<file path="src/rtl/vga_pkg.sv">
// Shared timing defaults (640x480@60), pattern-mode encodings and
// line/frame total helpers for the VGA raster engine.
package vga_pkg;

  localparam int DEF_H_ACTIVE = 640;
  localparam int DEF_H_FP     = 16;
  localparam int DEF_H_SYNC   = 96;
  localparam int DEF_H_BP     = 48;
  localparam int DEF_V_ACTIVE = 480;
  localparam int DEF_V_FP     = 10;
  localparam int DEF_V_SYNC   = 2;
  localparam int DEF_V_BP     = 33;

  typedef enum logic [1:0] {
    PAT_FB    = 2'd0,
    PAT_BARS  = 2'd1,
    PAT_CHECK = 2'd2,
    PAT_WHITE = 2'd3
  } pat_mode_t;

  function automatic int h_total(input int active, input int fp, input int sync, input int bp);
    return active + fp + sync + bp;
  endfunction

  function automatic int v_total(input int active, input int fp, input int sync, input int bp);
    return active + fp + sync + bp;
  endfunction

endpackage

</file>
<file path="src/rtl/vga_delay_line.sv">
// Fixed-depth shift register; every stage clears to zero, which is the
// inactive encoding for all fields carried through the alignment pipe.
module vga_delay_line #(
  parameter int W     = 8,
  parameter int DEPTH = 1
) (
  input  logic         clk,
  input  logic         reset,
  input  logic [W-1:0] d,
  output logic [W-1:0] q
);

  logic [W-1:0] stages [DEPTH];

  always_ff @(posedge clk) begin
    if (!reset) begin
      stages <= '{default: '0};
    end else begin
      stages[0] <= d;
      for (int i = 1; i < DEPTH; i++) begin
        stages[i] <= stages[i-1];
      end
    end
  end

  assign q = stages[DEPTH-1];

endmodule

</file>
<file path="src/rtl/vga_timing_gen.sv">
// Parametrised VGA raster engine: h/v counters, framebuffer read requests,
// built-in test patterns, and sync/colour aligned to the read latency.
module vga_timing_gen
  import vga_pkg::*;
#(
  parameter int H_ACTIVE = DEF_H_ACTIVE,
  parameter int H_FP     = DEF_H_FP,
  parameter int H_SYNC   = DEF_H_SYNC,
  parameter int H_BP     = DEF_H_BP,
  parameter int V_ACTIVE = DEF_V_ACTIVE,
  parameter int V_FP     = DEF_V_FP,
  parameter int V_SYNC   = DEF_V_SYNC,
  parameter int V_BP     = DEF_V_BP,
  parameter int HS_POL   = 0,
  parameter int VS_POL   = 0,
  parameter int RD_LAT   = 1,
  parameter int COLOR_W  = 8,
  parameter int X_W      = 10,
  parameter int Y_W      = 10
) (
  input  logic                 pclk,
  input  logic                 reset,
  input  logic [1:0]           pattern_sel,
  output logic                 rd_req,
  output logic [X_W-1:0]       rd_x,
  output logic [Y_W-1:0]       rd_y,
  input  logic [3*COLOR_W-1:0] rd_data,
  output logic                 hsync,
  output logic                 vsync,
  output logic                 valid,
  output logic [COLOR_W-1:0]   vga_r,
  output logic [COLOR_W-1:0]   vga_g,
  output logic [COLOR_W-1:0]   vga_b,
  output logic                 frame_start,
  output logic                 line_start
);

  localparam int H_TOT = h_total(H_ACTIVE, H_FP, H_SYNC, H_BP);
  localparam int V_TOT = v_total(V_ACTIVE, V_FP, V_SYNC, V_BP);
  localparam int PW    = 3 * COLOR_W;
  localparam int DW    = PW + 6;

  localparam logic [X_W-1:0] H_LAST  = X_W'(H_TOT - 1);
  localparam logic [X_W-1:0] H_ACT_X = X_W'(H_ACTIVE);
  localparam logic [X_W-1:0] HS_BEG  = X_W'(H_ACTIVE + H_FP);
  localparam logic [X_W-1:0] HS_END  = X_W'(H_ACTIVE + H_FP + H_SYNC - 1);
  localparam logic [Y_W-1:0] V_LAST  = Y_W'(V_TOT - 1);
  localparam logic [Y_W-1:0] V_ACT_Y = Y_W'(V_ACTIVE);
  localparam logic [Y_W-1:0] VS_BEG  = Y_W'(V_ACTIVE + V_FP);
  localparam logic [Y_W-1:0] VS_END  = Y_W'(V_ACTIVE + V_FP + V_SYNC - 1);
  localparam logic           HS_ON   = 1'(HS_POL);
  localparam logic           VS_ON   = 1'(VS_POL);

  logic [X_W-1:0] hc;
  logic [Y_W-1:0] vc;
  pat_mode_t      mode;
  pat_mode_t      mode_eff;
  logic           frame_origin;

  // The frame's first pixel already uses the newly sampled mode, so every
  // pixel of a frame sees one consistent mode.
  assign frame_origin = (hc == '0) && (vc == '0);
  assign mode_eff     = frame_origin ? pat_mode_t'(pattern_sel) : mode;

  always_ff @(posedge pclk) begin
    if (!reset) begin
      hc   <= '0;
      vc   <= '0;
      mode <= PAT_FB;
    end else begin
      if (frame_origin) mode <= pat_mode_t'(pattern_sel);
      if (hc == H_LAST) begin
        hc <= '0;
        vc <= (vc == V_LAST) ? '0 : vc + 1'b1;
      end else begin
        hc <= hc + 1'b1;
      end
    end
  end

  logic act, hs_raw, vs_raw, line_flag, use_fb;
  assign act       = (hc < H_ACT_X) && (vc < V_ACT_Y);
  assign hs_raw    = (hc >= HS_BEG) && (hc <= HS_END);
  assign vs_raw    = (vc >= VS_BEG) && (vc <= VS_END);
  assign line_flag = (hc == '0) && (vc < V_ACT_Y);
  assign use_fb    = (mode_eff == PAT_FB);

  // Read contract: rd_req is a one-cycle strobe with no backpressure; the
  // framebuffer must present rd_data exactly RD_LAT cycles after the strobe.
  assign rd_req = act && use_fb;
  assign rd_x   = act ? hc : '0;
  assign rd_y   = act ? vc : '0;

  logic [2:0]    bar;
  logic [PW-1:0] pat_rgb;

  // Threshold compare instead of a divide; columns past 8 full bars stay on bar 7.
  always_comb begin
    bar = '0;
    for (int i = 1; i < 8; i++) begin
      if (hc >= X_W'(i * (H_ACTIVE / 8))) bar = 3'(i);
    end
  end

  always_comb begin
    pat_rgb = '0;
    case (mode_eff)
      PAT_BARS:  pat_rgb = {{COLOR_W{bar[2]}}, {COLOR_W{bar[1]}}, {COLOR_W{bar[0]}}};
      PAT_CHECK: pat_rgb = {PW{hc[5] ^ vc[5]}};
      PAT_WHITE: pat_rgb = '1;
      default:   pat_rgb = '0;
    endcase
  end

  logic [DW-1:0] pipe_d, pipe_q;
  assign pipe_d = {act, hs_raw, vs_raw, frame_origin, line_flag, use_fb, pat_rgb};

  vga_delay_line #(
    .W     (DW),
    .DEPTH (RD_LAT)
  ) u_align (
    .clk   (pclk),
    .reset (reset),
    .d     (pipe_d),
    .q     (pipe_q)
  );

  logic          d_act, d_hs, d_vs, d_fs, d_ls, d_fb;
  logic [PW-1:0] d_rgb;
  assign {d_act, d_hs, d_vs, d_fs, d_ls, d_fb, d_rgb} = pipe_q;

  always_ff @(posedge pclk) begin
    if (!reset) begin
      hsync       <= ~HS_ON;
      vsync       <= ~VS_ON;
      valid       <= 1'b0;
      frame_start <= 1'b0;
      line_start  <= 1'b0;
      {vga_r, vga_g, vga_b} <= '0;
    end else begin
      hsync       <= d_hs ? HS_ON : ~HS_ON;
      vsync       <= d_vs ? VS_ON : ~VS_ON;
      valid       <= d_act;
      frame_start <= d_fs;
      line_start  <= d_ls;
      {vga_r, vga_g, vga_b} <= d_act ? (d_fb ? rd_data : d_rgb) : '0;
    end
  end

endmodule

</file>
<file path="config.mk">
export PLATFORM = sky130hd
export DESIGN_NAME = vga_timing_gen
export DESIGN_NICKNAME = d
export VERILOG_FILES = /design/src/rtl/vga_pkg.sv /design/src/rtl/vga_delay_line.sv /design/src/rtl/vga_timing_gen.sv
export SDC_FILE = /design/constraint.sdc
export NUM_CORES = 1
export LEC_CHECK = 0
export ABC_AREA = 1
export CAP_MARGIN = 20
export CORE_MARGIN = 2
export CORE_UTILIZATION = 53
export CTS_BUF_LIST = sky130_fd_sc_hd__clkbuf_4
export DETAILED_ROUTE_END_ITERATION = 7
export DONT_BUFFER_PORTS = 1
export PLACE_DENSITY_LB_ADDON = 0.2
export SETUP_SLACK_MARGIN = 0.3
export SLEW_MARGIN = 20
export SYNTH_ARGS = -nofsm -noshare
export SYNTH_HDL_FRONTEND = slang
export SYNTH_SLANG_ARGS = --single-unit
</file>
<file path="constraint.sdc">
create_clock -name pclk -period 4.7 [get_ports pclk]
set_clock_uncertainty 0.15 [all_clocks]
set_input_delay 0.94 -clock pclk [delete_from_list [all_inputs] [get_ports pclk]]
set_output_delay 0.94 -clock pclk [all_outputs]
set_load 0.05 [all_outputs]
</file>
==> results.json <==
{
  "synth.distinct_cells": 33,
  "layout_commonest_cell": "nand2_1",
  "setup_ws_ns": 1.161,
  "antenna_found_initial": 0,
  "crit_required_ns": 3.61,
  "cts.path.max_buffers": 2,
  "worstMarginPinSlew_ns": 0.9377,
  "die_area_um2": 5634,
  "grt_max_degree": 26,
  "cts_tree": "built",
  "first_global_vias": 1897,
  "via_count": 2173,
  "min_path_type": "reg2reg",
  "ioPinCount": 78,
  "vdd_drop_max_mv": 0.1414,
  "tns_ns": 0,
  "cts.repair.resized": 0,
  "worst-path-max-fanout": 6,
  "post-route-min-period_ns": 3.539,
  "cts_setup_buffers": 0,
  "synth_area_per_cell_um2": 7.582,
  "antenna_cells": 0,
  "drc": 0,
  "syn-num-nets": 386,
  "synth_seq_cells": 60,
  "die_h_um": 75.06,
  "dp_hpwl_um": 4013,
  "syn_inst": 353,
  "arrival_ns": 2.45,
  "ys.warnings.count": 0,
  "drtAntennaViolNets": 0,
  "grt_pass1_wl_um": 8404,
  "clk_pin_slew_ns": 0.10,
  "routed_wl_um": 5497,
  "wl_per_cell_um": 13.03,
  "fmax_mhz": 282.6,
  "core_um2": 4786,
  "drtIter0Drc": 123,
  "place_ws_ns": 1.571,
  "r2r_setup_slack_ns": 2.78,
  "io_buffers": 0,
  "vias_per_cell": 5.149,
  "initial_core_util_pct": 55.92,
  "drive_gt1_share_pct": 11.27,
  "ys_seq_area_share_pct": 44.88,
  "maxCapViolCount": 0,
  "period_share_pct": 75.29,
  "cp-start-kind": "register",
  "slew_violations": 0,
  "cts-htree-levels": 3,
  "clock_latency_ns": 0.40,
  "grt_overflow": 0,
  "power.total_mw": 1.028,
  "slew_headroom_pct": 37.26,
  "p_leak_nw": 1.180,
  "worstSetupPathType": "reg2out",
  "final_cell_mix": "84 x nand2_1, 60 x dfxtp_1, 46 x nor2_1, 34 x a21oi_1, 33 x inv_1",
  "hold_viol": 0,
  "grt_usage_pct": 20.02,
  "gp_congestion": 0.9673,
  "synth_area_um2": 2676,
  "syn2layout_area_growth_pct": 4.955,
  "rows": 25,
  "die_width_um": 75.06,
  "outcome": "finished, final reports clean",
  "critPathCaptureType": "output port",
  "cts_hold_buf": 0,
  "first_pass_iters": 7,
  "setup_viol": 0,
  "clkSinkCount": 60,
  "nets": 383,
  "clockRootBuffer": "clkbuf_4",
  "grt_setup_unrepaired": "false",
  "cts_buffers": 9,
  "p_per_area_nw_per_um2": 365.9
}
[state kept, by name, indices dropped and copies added, names as in the netlist]
register,count
vsync,1
line_start,1
u_align.q,9
vga_r,8
vga_b,8
mode,2
valid,1
vc,10
hc,10
hsync,1
frame_start,1
vga_g,8
[synthesized netlist by cell type (all sizes together)]
cell type | number | area [µm²]
conb | 1 | 3.750
xor2 | 6 | 52.55
o21ai | 7 | 35.03
o31ai | 2 | 15.01
nand2 | 89 | 346.6
dfxtp | 60 | 1201
nand3 | 13 | 65.06
nand3b | 2 | 15.01
ha | 5 | 62.56
nor2 | 54 | 252.7
nor3b | 2 | 15.01
nand4 | 7 | 58.81
nor3 | 11 | 81.33
buf | 9 | 75.06
o2111a | 1 | 11.26
o211ai | 1 | 12.51
o21a | 1 | 7.510
nor4 | 1 | 6.260
inv | 38 | 142.6
and3 | 1 | 6.260
o22ai | 2 | 12.51
xnor2 | 1 | 8.760
a21oi | 34 | 170.2
clkbuf | 5 | 18.77
[cells by family after synthesis]
| kind of cell | after synthesis | share of synthesized area, % |
|---|---|---|
| xor gates and xnor gates | 7 | 2.291 |
| other | 1 | 0.1401 |
| DFF | 60 | 44.88 |
| buffers and inverters | 52 | 8.836 |
| and+or+nand+nor | 180 | 31.65 |
| adders and majority gates | 5 | 2.338 |
| AOI/OAI and AO/OA | 48 | 9.864 |
[power by group]
group          internal (mW)  leakage [nW]  switching (mW)  total, mW
registers              0.530         0.488          0.0558      0.586
clock network          0.163        0.0685           0.201      0.365
logic                 0.0203         0.624          0.0565     0.0768
[path summary, 6_finish.rpt]
check | start | endpoint | depth (start not counted)
worst max-delay path | vc[0] | rd_req | 8
worst min-delay path | u_align.q[27] | vsync | 1
worst max register to register | hc[0] | hc[9] | 9
worst min register to register | u_align.q[27] | vsync | 1
[critical path, cell delays in order, from the launching register on]
cell	delay (ns)
dfxtp_1	0.37
inv_1	0.14
ha_1	0.19
nand2_1	0.09
nor3_2	0.24
nand3b_1	0.13
nand2_2	0.12
nand2_1	0.08
nor2_1	0.71
[final cells by class]
class	count	area [µm²]
Tap cell	67	83.83
Fill cell	463	1977
Clock inverter	7	75.07
Sequential cell	60	1201
Inverter	38	142.6
Multi-Input combinational cell	241	1239
Clock buffer	9	67.56
[routing by layer]
layer / vias to the layer above / GRT usage, % / wire (µm)
li1: 1119 / - / -
met1: 981 / 25.77 / 2562
met2: 66 / 29.92 / 2454
met3: 7 / 5.890 / 417
met4: 0 / 11.31 / 63
met5: - / 0 / 0
[stage by stage]
step                instances  hold slack, ns  cell area (µm²)  utilization (%)
global route              422          0.2354             2809            58.69
floorplan                 353          0.1934             2676                -
global placement          406          0.1976             2666            55.71
CTS                       422          0.2231             2809            58.69
detailed placement        406          0.1996             2666            55.71
finish                    422          0.2212             2809            58.69
Power figures use the tool's default switching activity.
